===== config.mk =====
export PLATFORM = sky130hd
export DESIGN_NAME = eth_frame_builder
export DESIGN_NICKNAME = d
export VERILOG_FILES = /design/src/rtl/eth_frame_builder.sv
export SDC_FILE = /design/constraint.sdc
export NUM_CORES = 1
export LEC_CHECK = 0
export CAP_MARGIN = 20
export CORE_ASPECT_RATIO = 0.75
export CORE_UTILIZATION = 30
export CTS_CLUSTER_SIZE = 10
export DETAILED_ROUTE_END_ITERATION = 12
export GPL_TIMING_DRIVEN = 0
export PLACE_DENSITY_LB_ADDON = 0.3
export SYNTH_ARGS = -nofsm -noshare
export SYNTH_HDL_FRONTEND = slang
export SYNTH_SLANG_ARGS = --single-unit

===== constraint.sdc =====
create_clock -name clk -period 5.2 [get_ports clk]
set_input_delay 1.3 -clock clk [delete_from_list [all_inputs] [get_ports clk]]
set_output_delay 1.3 -clock clk [all_outputs]
set_load 0.02 [all_outputs]

===== src/rtl/eth_frame_builder.sv =====
// eth_frame_builder: assembles a complete Ethernet frame byte by byte
// (preamble, SFD, fixed header, payload, zero pad, CRC-32 FCS) for the RMII
// dibit serializer, then holds off the next frame for the inter-packet gap.
module eth_frame_builder #(
    parameter logic [47:0] DST_MAC     = 48'hFFFF_FFFF_FFFF,
    parameter logic [47:0] SRC_MAC     = 48'h0200_0000_0001,
    parameter logic [15:0] ETHERTYPE   = 16'h0800,
    parameter int unsigned MAX_PAYLOAD = 1500,
    parameter int unsigned IFG_CYCLES  = 48
) (
    input  logic       clk,
    input  logic       rst_n,
    input  logic       start,
    output logic       busy,
    input  logic [7:0] pl_data,
    input  logic       pl_valid,
    input  logic       pl_last,
    output logic       pl_ready,
    output logic [7:0] tx_data,
    output logic       tx_valid,
    output logic       tx_last,
    input  logic       tx_ready,
    output logic       err_overlong
);

    typedef enum logic [3:0] {
        IDLE  = 4'd0,
        PRE   = 4'd1,
        SFD   = 4'd2,
        HDR   = 4'd3,
        PAY   = 4'd4,
        PAD   = 4'd5,
        FCS   = 4'd6,
        DRAIN = 4'd7,
        IFG   = 4'd8
    } state_t;

    localparam logic [111:0] HDR_C      = {DST_MAC, SRC_MAC, ETHERTYPE};
    localparam logic [10:0]  MAX_LAST_C = 11'(MAX_PAYLOAD - 1);
    localparam logic [10:0]  MIN_PL_C   = 11'd46;
    localparam logic [5:0]   IFG_LAST_C = 6'(IFG_CYCLES - 1);
    localparam logic [31:0]  CRC_POLY_C = 32'hEDB8_8320;

    // Reflected CRC-32, one byte consumed LSB first in 8 unrolled steps.
    function automatic logic [31:0] crc32_byte(input logic [31:0] crc_in,
                                               input logic [7:0]  data_in);
        logic [31:0] crc_v;
        crc_v = crc_in;
        for (int i = 0; i < 8; i++) begin
            if (crc_v[0] ^ data_in[i]) begin
                crc_v = {1'b0, crc_v[31:1]} ^ CRC_POLY_C;
            end else begin
                crc_v = {1'b0, crc_v[31:1]};
            end
        end
        return crc_v;
    endfunction

    // FCS is the inverted CRC, least significant byte sent first.
    function automatic logic [7:0] fcs_byte(input logic [31:0] crc_in,
                                            input logic [1:0]  idx);
        logic [31:0] fcs_v;
        logic [7:0]  byte_v;
        fcs_v = ~crc_in;
        case (idx)
            2'd0:    byte_v = fcs_v[7:0];
            2'd1:    byte_v = fcs_v[15:8];
            2'd2:    byte_v = fcs_v[23:16];
            default: byte_v = fcs_v[31:24];
        endcase
        return byte_v;
    endfunction

    state_t        state_r, state_s;
    logic [10:0]   cnt_r, cnt_s;
    logic [31:0]   crc_r, crc_s;
    logic [111:0]  hdr_r, hdr_s;
    logic [5:0]    ifg_r, ifg_s;
    logic          ovl_r, ovl_s;
    logic [7:0]    tx_data_s;
    logic          tx_valid_s, tx_last_s, busy_s, err_s;
    logic          load_s, pl_ready_s;

    // The output register can take a new byte when empty or being drained.
    assign load_s     = !tx_valid || tx_ready;
    assign pl_ready_s = ((state_r == PAY) && load_s) || (state_r == DRAIN);
    assign pl_ready   = pl_ready_s;

    // Next-state and next-output logic for the frame sequencer.
    always_comb begin
        state_s    = state_r;
        cnt_s      = cnt_r;
        crc_s      = crc_r;
        hdr_s      = hdr_r;
        ifg_s      = ifg_r;
        ovl_s      = ovl_r;
        tx_data_s  = tx_data;
        tx_valid_s = tx_valid & ~tx_ready;
        tx_last_s  = tx_last & ~(tx_valid & tx_ready);
        busy_s     = busy;
        err_s      = 1'b0;
        case (state_r)
            IDLE: begin
                if (start) begin
                    state_s    = PRE;
                    cnt_s      = 11'd1;
                    crc_s      = 32'hFFFF_FFFF;
                    hdr_s      = HDR_C;
                    ovl_s      = 1'b0;
                    busy_s     = 1'b1;
                    tx_data_s  = 8'h55;
                    tx_valid_s = 1'b1;
                    tx_last_s  = 1'b0;
                end else begin
                    busy_s = 1'b0;
                end
            end
            PRE: begin
                if (load_s) begin
                    tx_data_s  = 8'h55;
                    tx_valid_s = 1'b1;
                    cnt_s      = cnt_r + 11'd1;
                    if (cnt_r == 11'd6) begin
                        state_s = SFD;
                    end else begin
                        state_s = PRE;
                    end
                end else begin
                    state_s = PRE;
                end
            end
            SFD: begin
                if (load_s) begin
                    tx_data_s  = 8'hD5;
                    tx_valid_s = 1'b1;
                    cnt_s      = 11'd0;
                    state_s    = HDR;
                end else begin
                    state_s = SFD;
                end
            end
            HDR: begin
                if (load_s) begin
                    tx_data_s  = hdr_r[111:104];
                    tx_valid_s = 1'b1;
                    hdr_s      = {hdr_r[103:0], 8'h00};
                    crc_s      = crc32_byte(crc_r, hdr_r[111:104]);
                    if (cnt_r == 11'd13) begin
                        state_s = PAY;
                        cnt_s   = 11'd0;
                    end else begin
                        cnt_s = cnt_r + 11'd1;
                    end
                end else begin
                    state_s = HDR;
                end
            end
            PAY: begin
                if (pl_valid && pl_ready_s) begin
                    tx_data_s  = pl_data;
                    tx_valid_s = 1'b1;
                    crc_s      = crc32_byte(crc_r, pl_data);
                    if (pl_last || (cnt_r == MAX_LAST_C)) begin
                        // Hitting the size limit without pl_last truncates here.
                        err_s = ~pl_last;
                        ovl_s = ~pl_last;
                        if ((cnt_r + 11'd1) < MIN_PL_C) begin
                            state_s = PAD;
                            cnt_s   = cnt_r + 11'd1;
                        end else begin
                            state_s = FCS;
                            cnt_s   = 11'd0;
                        end
                    end else begin
                        cnt_s = cnt_r + 11'd1;
                    end
                end else begin
                    state_s = PAY;
                end
            end
            PAD: begin
                if (load_s) begin
                    tx_data_s  = 8'h00;
                    tx_valid_s = 1'b1;
                    crc_s      = crc32_byte(crc_r, 8'h00);
                    if (cnt_r == (MIN_PL_C - 11'd1)) begin
                        state_s = FCS;
                        cnt_s   = 11'd0;
                    end else begin
                        cnt_s = cnt_r + 11'd1;
                    end
                end else begin
                    state_s = PAD;
                end
            end
            FCS: begin
                if (load_s) begin
                    tx_data_s  = fcs_byte(crc_r, cnt_r[1:0]);
                    tx_valid_s = 1'b1;
                    cnt_s      = cnt_r + 11'd1;
                    if (cnt_r == 11'd3) begin
                        tx_last_s = 1'b1;
                        ifg_s     = 6'd0;
                        state_s   = ovl_r ? DRAIN : IFG;
                    end else begin
                        tx_last_s = 1'b0;
                    end
                end else begin
                    state_s = FCS;
                end
            end
            DRAIN: begin
                // Swallow the rest of a truncated payload.
                if (pl_valid && pl_last) begin
                    state_s = IFG;
                    ifg_s   = 6'd0;
                end else begin
                    state_s = DRAIN;
                end
            end
            IFG: begin
                // The gap only runs once the final FCS byte has left.
                if (!tx_valid) begin
                    if (ifg_r == IFG_LAST_C) begin
                        state_s = IDLE;
                        busy_s  = 1'b0;
                    end else begin
                        ifg_s = ifg_r + 6'd1;
                    end
                end else begin
                    ifg_s = ifg_r;
                end
            end
            default: begin
                state_s    = IDLE;
                busy_s     = 1'b0;
                tx_valid_s = 1'b0;
                tx_last_s  = 1'b0;
            end
        endcase
    end

    // State, datapath and output registers.
    always_ff @(posedge clk or negedge rst_n) begin
        if (!rst_n) begin
            state_r      <= IDLE;
            cnt_r        <= 11'd0;
            crc_r        <= 32'hFFFF_FFFF;
            hdr_r        <= HDR_C;
            ifg_r        <= 6'd0;
            ovl_r        <= 1'b0;
            tx_data      <= 8'h00;
            tx_valid     <= 1'b0;
            tx_last      <= 1'b0;
            busy         <= 1'b0;
            err_overlong <= 1'b0;
        end else begin
            state_r      <= state_s;
            cnt_r        <= cnt_s;
            crc_r        <= crc_s;
            hdr_r        <= hdr_s;
            ifg_r        <= ifg_s;
            ovl_r        <= ovl_s;
            tx_data      <= tx_data_s;
            tx_valid     <= tx_valid_s;
            tx_last      <= tx_last_s;
            busy         <= busy_s;
            err_overlong <= err_s;
        end
    end

endmodule


# Word level (Yosys, flattened, before mapping)
# Cells that the tools add are included.
[classes] addsub=2 bitwise=46 magnitude_cmp=1 muxes=137 n_reduce_logical=28 eq_ne=34
[op_table] cell="32-bit 2-to-1 mux" count=70
[op_table] cell="13-bit inverter with 14-bit output" count=22
[op_table] cell="112-bit 2-to-1 mux" count=2
[op_table] cell="112-bit one-hot mux with 2 select lines" count=1
[op_table] cell="32-bit one-hot mux with 4 select lines" count=1
[op_table] cell="11-bit 2-to-1 mux" count=10
[op_table] cell="11-bit one-hot mux with 6 select lines" count=1
[op_table] cell="4-bit 2-to-1 mux" count=14
[op_table] cell="8-bit 2-to-1 mux" count=7
[op_table] cell="8-bit one-hot mux with 7 select lines" count=1
[op_table] cell="4-bit one-hot mux with 9 select lines" count=1
[op_table] cell="32-bit inverter" count=1
[op_table] cell="6-bit 2-to-1 mux" count=5
[op_table] cell="8-bit one-hot mux with 3 select lines" count=1
[op_table] cell="2-bit != test, second input constant" count=10
[op_table] cell="6-bit one-hot mux with 3 select lines" count=1
[op_table] cell="4-bit by 3-bit equality test with 1-bit output, second input constant" count=4
[op_table] cell="1-bit 2-to-1 mux" count=16
[op_table] cell="1-bit bitwise XOR" count=16
[op_table] cell="7-bit AND reduction" count=2
[op_table] cell="7-bit OR reduction" count=2
[op_table] cell="11-bit by 1-bit adder with 11-bit output, second input constant" count=1
[op_table] cell="11-bit equality test, second input constant" count=1
[op_table] cell="11-bit by 2-bit equality test with 1-bit output, second input constant" count=1
[op_table] cell="37 further kinds" count=57
[totals] input_bits=14 out_inout_bits=13 wordCells=259 regBits=178

# Longest topological paths before layout
# Gate-level depths: netlist of run 1.
[logic_depth] ltp_word=35 depth_mapped=10 mapped_depth_nobuf=9

# Least setup slack after synthesis of run 1
# Ideal clock, no wire load.
[synth_timing] path_kind="input port to output port" from="input tx_ready" to="output pl_ready" t_arrival_ps=2098 stages=4 path_buffers=1 required_ps=3900 setup_slack_ps=1802 path_cell_list="nand2b_1 clkbuf_1 a21oi_1 nor2_1"
[synth_via] elab_chain_cells=3
[synth_rtl] element="start: declaration" line_no="22" text="input logic tx_ready,"
[synth_rtl] element="1-bit logical OR" line_no="85" text="assign load_s = !tx_valid || tx_ready;"
[synth_rtl] element="1-bit logical AND" line_no="86" text="assign pl_ready_s = ((state_r == PAY) && load_s) || (state_r == DRAIN);"
[synth_rtl] element="1-bit logical OR" line_no="86"
[synth_rtl] element="end: declaration" line_no="18" text="output logic pl_ready,"
# Every way passes these cells.

# Final worst setup path of run 1
# Ends and elaborated chain as after synthesis.

==> results of run 1 <==
## per-layer routing
layer / share of wire / track usage
met1: 0.47 / 0.3178
met2: 0.40 / 0.2796
met3: 0.11 / 0.05377
met4: 0.016 / 0.05695
met5: 0 / 0
## per-stage QoR
stage / utilization / TNS [ns] / instance area (um^2)
after floorplan: - / 0 / 7722
after global placement: 0.3351 / -36.87 / 8406
after detailed placement: 0.3361 / 0 / 8431
after CTS: 0.3469 / 0 / 8702
after global routing: 0.3469 / 0 / 8702
final: 0.3469 / 0 / 8702
## worst reg2reg max path, cell delays in order (launching register included)
cell and delay, ns:
dfrtp_1 0.49, nor2b_1 0.16, clkbuf_1 0.36, nor2_1 0.14, o21bai_1 0.92, clkbuf_1 0.76
o21ai_0 0.28
## cell families after synthesis
logic type / after synthesis
and+or+nand+nor: 235
muxes: 13
buffers and inverters: 89
adders and majority gates: 6
xor gates and xnor gates: 185
DFF: 91
AOI/OAI and AO/OA: 270
## synthesized netlist by cell type, types with 4 or more instances
cell type and instances:
a21oi_1 78, nand4_1 5, and3_1 4, xor2_2 7
mux2i_1 7, o22ai_1 18, xnor2_1 104, a221oi_1 5
o21ai_0 46, nand3_1 24, nor2b_1 11, inv_1 21
o31ai_1 4, or3_1 6, nor2_1 69, xnor2_2 14
o221ai_1 11, ha_1 6, mux2_2 5, a211oi_1 11
o311ai_0 4, clkbuf_1 36, nor3_1 9, buf_4 6
and2_1 4, xor2_1 51, buf_2 16, a31oi_1 10
dfrtp_1 40, nor3b_1 5, a21o_1 7, o21ai_1 35
buf_1 6, xnor2_4 5, nand2b_1 6, dfstp_2 51
nand2_1 74
## registers in the layout, summed over array words and instances (netlist names)
name / cells
tx_last: 1
err_overlong: 1
cnt_r: 11
hdr_r: 25
ifg_r: 6
tx_valid: 1
tx_data: 8
crc_r: 32
busy: 1
ovl_r: 1
state_r: 4
## cell type report
type                    instances  area share
flip-flops and latches         91      0.2690
clock buffers                  11     0.02789
repair buffers                 27     0.03278
plain buffers                  67     0.03638
multi-input cells             709      0.5725
well taps                     338     0.04860
clock inverters                 5    0.003307
inverters                      22    0.009490
## final timing paths
| kind | startpoint | end | depth (start not counted) |
|---|---|---|---|
| worst max register to register | tx_valid$_DFF_PN0_ | crc_r[1]$_DFFE_PN1P_ | 6 |
| max in group asynchronous | rst_n | hdr_r[71]$_DFFE_PN1P_ | 2 |
| worst max-delay path | tx_ready | pl_ready | 6 |
| min in group asynchronous | rst_n | state_r[1]$_DFFE_PN0P_ | 1 |
| worst min-delay path | ifg_r[5]$_DFFE_PN0P_ | ifg_r[5]$_DFFE_PN0P_ | 1 |
| worst min register to register | ifg_r[5]$_DFFE_PN0P_ | ifg_r[5]$_DFFE_PN0P_ | 1 |
==> impl_results.md, run 1 <==
- Status: finished clean
- Worst setup SP type: input port
- Final Cycle Share: 0.9092
- Overall die area: 26390 um^2
- Total GRT Usage: 0.2076
- Dominant synthesized flop cell: dfstp_2
- Routed Wire Length: 26.95 mm
- Worst Clk Skew: 0.01273 ns
- Max-slew headroom: 0.2316
- GR Overflow Total: 0
- Most frequent CP cell: clkdlybuf4s50_1
- Worst Path Buf+Inv: 3
- Global-route wire length before repair: 41.12 mm
- Layout area overhead: 12.69%
- # fillers: approximately 2600
- CTS max path bufs: 2
- Placeable Area: 25090 um^2
- Mapped Cells: slightly below 900
- Largest stage delay, worst path: 0.64 ns
- Row count: 50
- Initial Util: 0.3078
- Synth warn: 0
- DR vias/cell: 5.503
- Crit end category: output port
- Synth Register Bits: 91
- DP Cell Count: ~1300
- Die Wd: 187.3 um
- Via count: 6989
- Worst-margin pin slew: 1.150 ns
- Compound-Gate Fraction of Synth Area: 0.2210
- Yosys top cell by area: dfstp_2
- Final Hold Viols: 0
- Worst-path clk slew: 0.07 ns
- Setup violators final: 0
- Final min period: 4.728 ns
- Routability Congestion: between 0.9 and 1
- Routed Antenna Nets: 0
- Input/output buffers: 26
- Number of diodes: 0
- Fin cells: 1270
- Simple-Gate Fraction of Synth Area: 0.1465
- Root Buffer: clkbuf_16
- Yosys cell types: 82
- Most frequent cells in the layout: xnor2_1, a21oi_1, nand2_1, nor2_1
- Most common cell after layout, fill and taps aside: xnor2_1
- Vias in the first global route: 6505
- Max-slew violations: 0
- Critical path class: input port to output port
- Dpl ws: 0.5146 ns
- Reg area: 2341 um^2
- Syn Nets: just over 900
- Synth top area cells: dfstp_2, dfrtp_1, xnor2_1
- Syn Area/Cell: a little under 9 um^2
- Initial DRC count: 798
- Post CTS Setup Buffer Count: 0
- Fin nets: 947
- Worst path cell trace: clkdlybuf4s50_1 > nand2b_1 > clkbuf_1 > a21oi_1 > nor2_1 > clkdlybuf4s50_1
- Initial DRT Pass Iterations: 5
- Clk Latency, worst-skew pair: 0.37 ns
- DR WL/cell: 21.22 um
- Hpwl dp: 19.69 mm
- Multi-input logic area: 4982 um^2
- Ports: 27
- CP Max Fanout: 10
- CP arrival: 3.43 ns
- Initial antenna violation count: 0
- Main combinational cell family by area after synthesis: XOR/XNOR gates
- Hold WC Path Type: flip-flop to flip-flop
- CTS tree: built
- Hold slack: 0.4743 ns
- MaxCap Viol Count: 0
- Synth top area share: 0.1735
- R2r setup slk: 1.96 ns
- H-tree levels: 3
- Sequential share of the synthesized area: 0.3031
- FMAX: 211.5 MHz
- DRC: 0
- Num CTS Buffers: 9
- CP max-delay cell: clkdlybuf4s50_1
- RSZ-0062 raised after global routing: no
- Layout cells sized above 1: 0.1481
- Largest net degree at the start of global routing: between 60 and 70
- Post-CTS sizing: 0
- Clk sinks: 91
- Number of flops mapped to enable cells by yosys: 0
- Post-synthesis mux area share: 0.01782
- Delay-heaviest family, CP: buffers and inverters
- Synth async-reset ratio: 1.000
- Worst Path Required: approximately 4 ns
- Worst setup margin: 0.4721 ns
- CTS hold repair buffers: 0
- Synthesized area: 7722 um^2
- Xor and xnor area share after synthesis: 0.2502
- Die H: approximately 140 um
- Post-synthesis adder-cell area fraction: 0.009721
Power of run 1 is left out: the tool's default activity adds up to more than one toggle a clock period on the data nets, which glitch-free logic cannot reach.
==> inputs of run 2 (changes only) <==
clock period = 4.35 ns   (was 5.2 ns; I/O delays follow)
==> impl_results.md, run 2 (synthesis gave the netlist of run 1 again) <==
- GR Overflow Total: 0 (unchanged)
- Number of diodes: 0 (unchanged)
- WHS Endpoint: ifg_r[5]$_DFFE_PN0P_
- Hold slack: 0.4743 ns (unchanged)
- Clk sinks: 91 (unchanged)
- Num CTS Buffers: 9 (unchanged)
- Fin nets: 947 (unchanged)
- Worst hold stages: 1 (unchanged)
- Worst-margin pin slew: 1.118 ns (-0.03263 ns)
- CP Max Fanout: 10 (unchanged)
- Biggest regs: crc_r x32, hdr_r x25, cnt_r x11
- Total GRT Usage: 0.2076 (unchanged)
- Final Hold Viols: 0 (unchanged)
- Input/output buffers: 26 (unchanged)
- CP max-delay cell: clkdlybuf4s50_1
- Max reg flops: 32 (unchanged)
- Largest stage delay, worst path: 0.64 ns (about the same)
- Row count: 50 (unchanged)
- Worst Path Required: 3.26 ns (-0.64 ns)
- Max-slew headroom: 0.2534 (+0.02180)
- Max-slew violations: 0 (unchanged)
- Vias in the first global route: 6505 (unchanged)
- Initial antenna violation count: 0 (unchanged)
- Most frequent CP cell: clkdlybuf4s50_1
- DRC: 0 (unchanged)
- Die Wd: 187.3 um (unchanged)
- Setup violators final: 0 (unchanged)
- Final min period: 4.080 ns
- Placed Area: 8431 um^2 (unchanged)
- Fin area: 8703 um^2 (about the same)
- Final Cycle Share: 0.9380
- CTS max path bufs: 2 (unchanged)
- FMAX: 245.1 MHz
- Layout cells sized above 1: 0.1491 (+0.001073)
- Via count: 6943 (-0.66%)
- Reg2reg start: tx_valid$_DFF_PN0_
- Hold wc startpoint: ifg_r[5]$_DFFE_PN0P_
- DR WL/cell: 21.22 um (about the same)
- Setup TNS Final: 0 ns (unchanged)
- DR vias/cell: 5.467 (-0.66%)
- CP arrival: 2.99 ns (-0.44 ns)
- Hold WC Path Type: flip-flop to flip-flop
- Root Buffer: clkbuf_16
- Hpwl dp: 19.69 mm (unchanged)
- Placeable Area: 25090 um^2 (unchanged)
- Worst setup SP type: input port
- MaxCap Viol Count: 0 (unchanged)
- Overall die area: 26390 um^2 (unchanged)
- Initial DRC count: 784 (-1.8%)
- Most common cell after layout, fill and taps aside: xnor2_1
- H-tree levels: 3 (unchanged)
- Reg with most FFs: crc_r
- Die H: 140.9 um (unchanged)
- R2r endpoint: crc_r[1]$_DFFE_PN1P_
- Ports: 27 (unchanged)
- Worst Clk Skew: 0.01286 ns (+0.0001279 ns)
- # fillers: 2607 (unchanged)
- Routed Wire Length: 26.95 mm (about the same)
- Initial Util: 0.3078 (unchanged)
- R2r setup slk: 1.15 ns (-0.81 ns)
- Clk Latency, worst-skew pair: 0.37 ns (about the same)
- Critical path class: input port to output port
- Routed Antenna Nets: 0 (unchanged)
- Largest net degree at the start of global routing: 68 (unchanged)
- Final Util: 0.3469 (about the same)
- Routability Congestion: 0.9785 (unchanged)
- Layout area overhead: 12.70% (about the same)
- Crit end category: output port
- Initial DRT Pass Iterations: 6 (+1)
- Worst path cell trace: clkdlybuf4s50_1 > nand2b_1 > clkbuf_2 > a21oi_1 > nor2_1 > clkdlybuf4s50_1
- Most frequent cells in the layout: xnor2_1, a21oi_1, nand2_1, nor2_1
- RSZ-0062 raised after global routing: no
- CTS tree: built
- FF-to-FF path depth: 6 (unchanged)
- Global-route wire length before repair: 41.12 mm (unchanged)
- Status: finished clean
- Worst-path clk slew: 0.07 ns (about the same)
run 2: area by class of cell:
| type | instances | area [um^2] | share of cell area |
|---|---|---|---|
| multi-input combinational | 709 | 4982 | 0.5725 |
| sequential | 91 | 2341 | 0.2690 |
| tap | 338 | 422.9 | 0.04859 |
| buffer | 67 | 317.8 | 0.03652 |
| timing repair buffer | 27 | 285.3 | 0.03278 |
| clock buffer | 11 | 242.7 | 0.02789 |
| inverter | 22 | 82.58 | 0.009488 |
| clock inverter | 5 | 28.78 | 0.003306 |
run 2: critical path: cells and delay by family:
family	cells	cell delay (ns)
AOI/OAI and AO/OA	1	0.11
buffers and inverters	3	1.43
and+or+nand+nor	2	0.37
run 2: how the worst max path moves through the flow:
stage / to / cells after the start / slack, ns / start
floorplan: pl_ready / 4 / 1.38 / tx_ready
global placement: ifg_r[3]$_DFFE_PN0P_ / 1 / -1.57 / rst_n
detailed placement: pl_ready / 6 / 0.09 / tx_ready
CTS: pl_ready / 6 / 0.08 / tx_ready
global route: pl_ready / 6 / 0.11 / tx_ready
finish: pl_ready / 6 / 0.27 / tx_ready
run 2: what timing repair did:
item,in CTS,in global routing
buffers inserted,0,0
resized for setup,0,2
hold buffers,0,0
endpoints found under the setup margin,0,1
run 2: routing by layer:
layer	vias to the layer above	track usage	routed length, um
met3	31	0.05377	2819
met2	354	0.2796	10790
li1	3189	-	-
met5	-	0	0
met1	3369	0.3178	12930
met4	0	0.05695	410
run 2: stage by stage:
stage               worst slack, ns  std cells
floorplan                     1.377        889
global route                 0.1126       1270
finish                       0.2698       1270
global placement             -1.566       1253
CTS                         0.07904       1270
detailed placement          0.08960       1254
Power of run 2 is left out for the same reason.
